$ cat config.mk
export PLATFORM = sky130hd
export DESIGN_NAME = ralu_microseq
export DESIGN_NICKNAME = d
export VERILOG_FILES = /design/src/rtl/ralu_microseq.sv
export SDC_FILE = /design/constraint.sdc
export NUM_CORES = 1
export LEC_CHECK = 0
export ABC_AREA = 0
export CORE_MARGIN = 2
export CORE_UTILIZATION = 35
export CTS_CLUSTER_DIAMETER = 40
export DETAILED_ROUTE_END_ITERATION = 10
export DONT_BUFFER_PORTS = 1
export GPL_ROUTABILITY_DRIVEN = 0
export GPL_TIMING_DRIVEN = 0
export PLACE_DENSITY = 0.6
export REMOVE_ABC_BUFFERS = 1
export SLEW_MARGIN = 25
export SYNTH_ARGS = -nofsm -noshare
export SYNTH_HDL_FRONTEND = slang
export SYNTH_SLANG_ARGS = --single-unit
$ cat constraint.sdc
create_clock -name clk -period 9.4 [get_ports clk]
set_clock_uncertainty 0.2 [all_clocks]
set_input_delay 1.88 -clock clk [delete_from_list [all_inputs] [get_ports clk]]
set_output_delay 1.88 -clock clk [all_outputs]
set_load 0.01 [all_outputs]
$ cat src/rtl/ralu_microseq.sv
// Microprogram sequencer driving the register-ALU control inputs from a writable store.
// Define RALU_MICROSEQ_WDOG_EN to enable the MAX_STEPS watchdog abort.
module ralu_microseq #(
  parameter int AW        = 4,
  parameter int MAX_STEPS = 255
) (
  input  logic          clk,
  input  logic          reset,
  input  logic          prog_we,
  input  logic [AW-1:0] prog_addr,
  input  logic [15+AW:0] prog_data,
  input  logic          start,
  input  logic [AW-1:0] start_addr,
  input  logic          P4,
  output logic [3:0]    S,
  output logic          M,
  output logic          P0,
  output logic          A,
  output logic [2:0]    v,
  output logic [2:0]    adr,
  output logic          wr,
  output logic [AW-1:0] pc,
  output logic          busy,
  output logic          done,
  output logic          err
);

  typedef enum logic [1:0] {IDLE, FETCH, EXEC} state_t;

  localparam logic [1:0] OP_JMP  = 2'b01;
  localparam logic [1:0] OP_JC   = 2'b10;
  localparam logic [1:0] OP_HALT = 2'b11;

  state_t         state;
  logic [15+AW:0] store [2**AW];
  logic [15+AW:0] word;
  logic [13:0]    ctl;
  logic [1:0]     op;
  logic [AW-1:0]  target;
  logic [AW-1:0]  pc_inc;
  logic [AW-1:0]  pc_next;
  logic           carry;
  logic           halt_now;
  logic           wr_mask;

  // The store is never reset so a program survives a sequencer reset.
  always_ff @(posedge clk) begin
    if (state == IDLE && prog_we)
      store[prog_addr] <= prog_data;
  end

  assign word   = store[pc];
  assign pc_inc = pc + AW'(1);
  assign {wr, adr, v, A, P0, M, S} = ctl;

  always_comb begin
    pc_next = pc_inc;
    case (op)
      OP_JMP:  pc_next = target;
      OP_JC:   if (carry) pc_next = target;
      default: pc_next = pc_inc;
    endcase
  end

`ifdef RALU_MICROSEQ_WDOG_EN
  localparam int SW = $clog2(MAX_STEPS + 1);

  logic [SW-1:0] steps;
  logic          wd_hit;
  logic          err_q;

  // Trips on the fetch of the MAX_STEPS-th instruction unless that one halts anyway.
  assign wr_mask  = (steps == SW'(MAX_STEPS - 1)) && (word[15:14] != OP_HALT);
  assign halt_now = (op == OP_HALT) || wd_hit;
  assign err      = err_q;
`else
  assign wr_mask  = 1'b0;
  assign halt_now = (op == OP_HALT);
  assign err      = (MAX_STEPS < 0);
`endif

  always_ff @(posedge clk or negedge reset) begin
    if (!reset) begin
      state  <= IDLE;
      pc     <= '0;
      ctl    <= '0;
      op     <= '0;
      target <= '0;
      carry  <= 1'b0;
      busy   <= 1'b0;
      done   <= 1'b0;
`ifdef RALU_MICROSEQ_WDOG_EN
      steps  <= '0;
      wd_hit <= 1'b0;
      err_q  <= 1'b0;
`endif
    end else begin
      case (state)
        IDLE: begin
          done <= 1'b0;
          if (start) begin
            pc    <= start_addr;
            carry <= 1'b0;
            busy  <= 1'b1;
            state <= FETCH;
`ifdef RALU_MICROSEQ_WDOG_EN
            steps <= '0;
            err_q <= 1'b0;
`endif
          end
        end
        FETCH: begin
          ctl    <= {word[13] & ~wr_mask, word[12:0]};
          op     <= word[15:14];
          target <= word[15+AW:16];
          state  <= EXEC;
`ifdef RALU_MICROSEQ_WDOG_EN
          wd_hit <= wr_mask;
`endif
        end
        EXEC: begin
          ctl   <= '0;
          carry <= P4;
`ifdef RALU_MICROSEQ_WDOG_EN
          steps <= steps + SW'(1);
          if (wd_hit) err_q <= 1'b1;
`endif
          if (halt_now) begin
            busy  <= 1'b0;
            done  <= 1'b1;
            state <= IDLE;
          end else begin
            pc    <= pc_next;
            state <= FETCH;
          end
        end
        default: state <= IDLE;
      endcase
    end
  end

endmodule

Word-level counts from Yosys, hierarchy flattened
Memory sizes are Yosys's and may differ from the RTL's.
Index checks and enable logic that the tools add are counted.
{"block": "classes", "bitwise": 0, "addsub": 1, "n_mux": 18, "eq_ne": 8, "n_shift": 0, "n_reduce_logical": 8, "n_mul": 0, "magnitude_cmp": 0, "div": 0}
{"op": "one-hot mux 14 bit (2 select lines)", "count": 1}
{"op": "one-hot mux 4 bit (2 select lines)", "count": 2}
{"op": "two-way mux 4 bit", "count": 3}
{"op": "two-way mux 1 bit", "count": 7}
{"op": "== test 2 bit, second input constant", "count": 3}
{"op": "inequality test 2 bit, second input constant", "count": 3}
{"op": "one-hot mux 1 bit (2 select lines)", "count": 3}
{"op": "one-hot mux 2 bit (3 select lines)", "count": 1}
{"op": "AND reduction 3 bit", "count": 2}
{"op": "adder 4 x 1 -> 4 bit, second input constant", "count": 1}
{"op": "== test 2 x 1 -> 1 bit, second input constant", "count": 2}
{"op": "AND reduction 2 bit", "count": 2}
{"op": "nonzero test 2 bit", "count": 2}
{"op": "logical NOT 2 bit", "count": 1}
{"op": "two-way mux 2 bit", "count": 1}
{"op": "logical AND 1 bit", "count": 1}
{"block": "word_totals", "inputBits": 33, "elab_cells": 44, "reg_bits": 29, "out_inout_bits": 21, "ram_bits": 320, "romBits": 0, "latch_bits": 0, "n_memories": 1}
{"memory": "store", "words": 16, "width": 20, "read_ports": 1, "rd_ports_with_merged_regs": 0, "write_ports": 1, "line": "35", "source": "logic [15+AW:0] store [2**AW];"}

Longest topological paths before layout
{"block": "depth", "ltp_word": 5, "mapped_depth": 7, "depth_no_buf": 6}

Worst setup path before layout
OpenSTA, ideal clock, no wires.
{"block": "synth_path", "kind": "input -> register", "from": "input port prog_addr[2]", "to": "memory store[0][0] (netlist name) (enable)", "arrival_ns": 3.715, "n_path_buf": 0, "setup_time_ns": 0.422, "required_ns": 8.778, "path_stages": 2, "slack_ns": 5.063, "cell_sequence": "or3_1 -> nor3_1"}
{"element": "start, declared", "line": "10", "source": "input logic [AW-1:0] prog_addr,"}
{"element": "end, declared", "line": "35"}
Straight into the memory's write port.

Worst setup path after layout
{"block": "layout_path", "from": "input port prog_we", "to": "memory store[0][3] (netlist name) (enable)"}
{"block": "layout_via", "elab_chain_cells": 3}
{"element": "start, declared", "line": "9", "source": "input logic prog_we,"}
{"element": "logical AND 1 bit", "line": "48", "source": "if (state == IDLE && prog_we)"}
{"element": "two-way mux 1 bit", "line": "48"}
{"element": "two-way mux 1 bit (implied by the code)", "line": "49", "source": "store[prog_addr] <= prog_data;"}
No other way between the ends.

==> impl_metrics.csv <==
group,metric,value,unit
sta,post-route-period-util,0.382,
pwr,clkPwrFrac,0.336,
drt,drt-total-wl,31300,um
hold_path,hold_class,"reg -> reg",
critical_path,cpMostUsedCell,"buf_4",
grt,gr-usage-met1,0.214,
clock_network,cts-buffers-inserted,41,
clock_network,post_cts_buffers,0,
grt,overflow,0,
critical_path,crit_path_cell_trace,"nand2_1, or3_1, nor3_2, buf_4, buf_4",
critical_path,worstPathArrival,3.62,ns
floorplanning,start_util,0.354,
floorplanning,dieArea,0.0407,mm2
floorplanning,io_pins,54,
sta,setup-violations-final,0,
placement,place_hpwl,19400,um
grt,busiest_layer,"met2",
grt,grt_pass1_vias,7007,
sta,fmax,0.278,GHz
drt,viasPerCell,5.12,
job,maxCapViolCount,0,
layout,nNetsFinal,816,
grt,grtUsageTotal,0.155,
drt,drt-pass1-iter-count,5,
critical_path,cpPeakStageDelay,0.67,ns
drt,drt_first_iter_violations,550,
synthesis,synth_area_per_cell,18.6,um2
sta,setup_tns,0,ns
drt,route.detailed.drc,0,
sta,grt_setup_unrepaired,"no",
critical_path,cp.required,9.43,ns
sta,relSlewSlack,0.284,
critical_path,regToRegSetupSlack,6.21,ns
clock_network,clock_path_buffers,3,
critical_path,criticalPathCategory,"in -> reg",
pwr,sw_frac_of_total,0.302,
sta,worst_pin_slew,1.07,ns
synthesis,ys_ff_latch,349,
clock_network,holdBufCountCts,0,
critical_path,critPathSlowestCell,"nor3_2",
floorplanning,die_w,202,um
sta,slew_viol_final,0,
clock_network,root_buffer,"clkbuf_16",
floorplanning,dieHeight,202,um
critical_path,r2r_cells,7,
grt,grt_pass1_wl,46300,um
clock_network,numClockSinks,349,
layout,fillers,3380,
drt,dr_total_vias,6775,
synthesis,netlist_area,0.0137,mm2
critical_path,endpoint_kind,"register",
layout,area_growth,17.7,%
synthesis,synth_cell_types,40,
critical_path,startpoint_type,"input pin",
clock_network,post_cts_resized,0,
outcome,run_status,"finished clean",
pwr,peakVddDrop,0.154,mV
pwr,seq_power_share,0.427,
pwr,intPower,0.00320,W
pwr,combPwrFrac,0.238,
synthesis,synth_edf_count,320,
floorplanning,row_count,72,
synthesis,seq_area_frac_synth,0.755,
drt,ant_nets,0,
sta,hold_violations,0,
layout,antennaDiodeCount,0,
placement,portBuffers,0,
clock_network,htree_levels,2,
sta,finalHoldWorstSlack,0.332,ns
floorplanning,core,0.0386,mm2
clock_network,clk_pin_slew_worst_paths,0.06,ns
sta,min_period,3.59,ns
grt,use_met3,0.0476,
synthesis,syn_inst,735,
hold_path,worst_hold_path.num_cells,1,
layout,post_route_cells_drive_above_1_share,0.215,
pwr,powerDensity,284,mW/mm2
clock_network,clk_latency,0.55,ns
synthesis,synth_warnings,0,
critical_path,cp_max_fo,6,
synthesis,synth_ff_type,"edfxtp_1",
pwr,power_switching,0.00138,W
grt,gr-usage-met2,0.234,
drt,wl_per_cell,23.6,um
pwr,leakage,5.38,nW
grt,antenna_found_initial,0,
grt,grt_max_degree,38,
clock_network,cts_tree,"built",
synthesis,async_flop_share,0.0831,
## power by group through the flow
stage / sequential, W / clock (W) / combinational, W
6_report: 0.00195 / 0.00154 / 0.00109
5_1_grt: 0.00197 / 0.00163 / 0.00119
3_5_place_dp: 0.00200 / 0 / 0.00110
4_1_cts: 0.00196 / 0.00157 / 0.00110
3_3_place_gp: 0.00213 / 0 / 0.00102
2_1_floorplan: 0.00201 / 0 / 0.000763
## worst paths after layout
kind | to | from
worst max-delay path | store[0][3]$_DFFE_PP_ | prog_we
min in group asynchronous | ctl[11]$_DFFE_PN0P_ | reset
max in group asynchronous | pc[1]$_DFFE_PN0P_ | reset
worst min-delay path | carry$_DFFE_PN0P_ | carry$_DFFE_PN0P_
worst min register to register | carry$_DFFE_PN0P_ | carry$_DFFE_PN0P_
worst max register to register | store[0][3]$_DFFE_PP_ | state[0]$_DFFE_PN0P_
## state kept, by name (all words and copies together), names as in the netlist
register / cells
store: 320
state: 2
op: 2
ctl: 14
target: 4
busy: 1
carry: 1
pc: 4
done: 1
## synth_stat cells (all sizes together) (5+ instances only)
cell,number,area (um2)
a22oi,29,218
buf,25,158
clkbuf,11,41.3
dfrtp,29,726
edfxtp,320,9610
ha,9,113
inv,24,90.1
mux2,14,158
mux2i,81,811
mux4,40,923
nand2,40,150
nand2b,7,43.8
nor2,29,109
o21ai,5,25.0
o221ai,14,123
o22ai,17,106
o31ai,5,37.5
## routing by layer
metal  routed length (um)  up-vias
met5                    0        -
met4                  855        0
met3                 2560       54
met2                14000      225
met1                13900     3468
li1                     -     3028
## critical path: cells and delay by family
kind,cells,cell delay (ns)
buffers and inverters,2,0.53
AND/OR/NAND/NOR,3,1.20
## through the flow
stage / utilization / area, um2 / setup slack, ns / std cells / total power, W
finish: 0.417 / 16100 / 5.81 / 1324 / 0.00458
global placement: 0.366 / 14100 / 1.67 / 1217 / 0.00315
global route: 0.417 / 16100 / 5.81 / 1324 / 0.00479
CTS: 0.417 / 16100 / 5.86 / 1324 / 0.00464
floorplan: - / 13500 / 3.30 / 699 / 0.00277
detailed placement: 0.383 / 14800 / 5.33 / 1249 / 0.00309
## area by class of cell
type / count / area [um2] / share of cell area
clock buffers: 49 / 1090 / 0.0674
repair buffers: 32 / 512 / 0.0318
flip-flops and latches: 349 / 10300 / 0.642
multi-input cells: 326 / 3190 / 0.198
inverters: 24 / 90.1 / 0.00559
clock inverters: 26 / 238 / 0.0148
well taps: 518 / 648 / 0.0402
## kinds of logic after synthesis
family	Yosys count	synth area share
compound gates	88	0.0473
xor+xnor	2	0.00128
fa+ha+maj	9	0.00823
buf+inv	60	0.0211
flops	349	0.755
mux	135	0.138
other cells	1	0.000274
simple gates	91	0.0287
## placed cells by master (no fill, tap or decap), drive strengths merged, types with 2 or more instances in the layout
master	netlist	routed
mux2i	81	81
nand3	2	2
ha	9	9
a221oi	4	4
inv	24	31
o211ai	2	2
o41ai	3	3
o21ai	5	5
mux4	40	40
a21oi	4	4
o22ai	17	17
o221ai	14	14
a22oi	29	29
o32ai	2	2
nand2	40	40
or2	2	2
nor3	4	4
clkbuf	11	49
dfrtp	29	29
edfxtp	320	320
bufinv	0	2
a21o	2	2
nor2	29	29
o31ai	5	5
buf	25	32
clkinv	0	15
clkinvlp	0	2
nand2b	7	7
mux2	14	14
nor2b	2	2
Power figures use the tool's default switching activity.
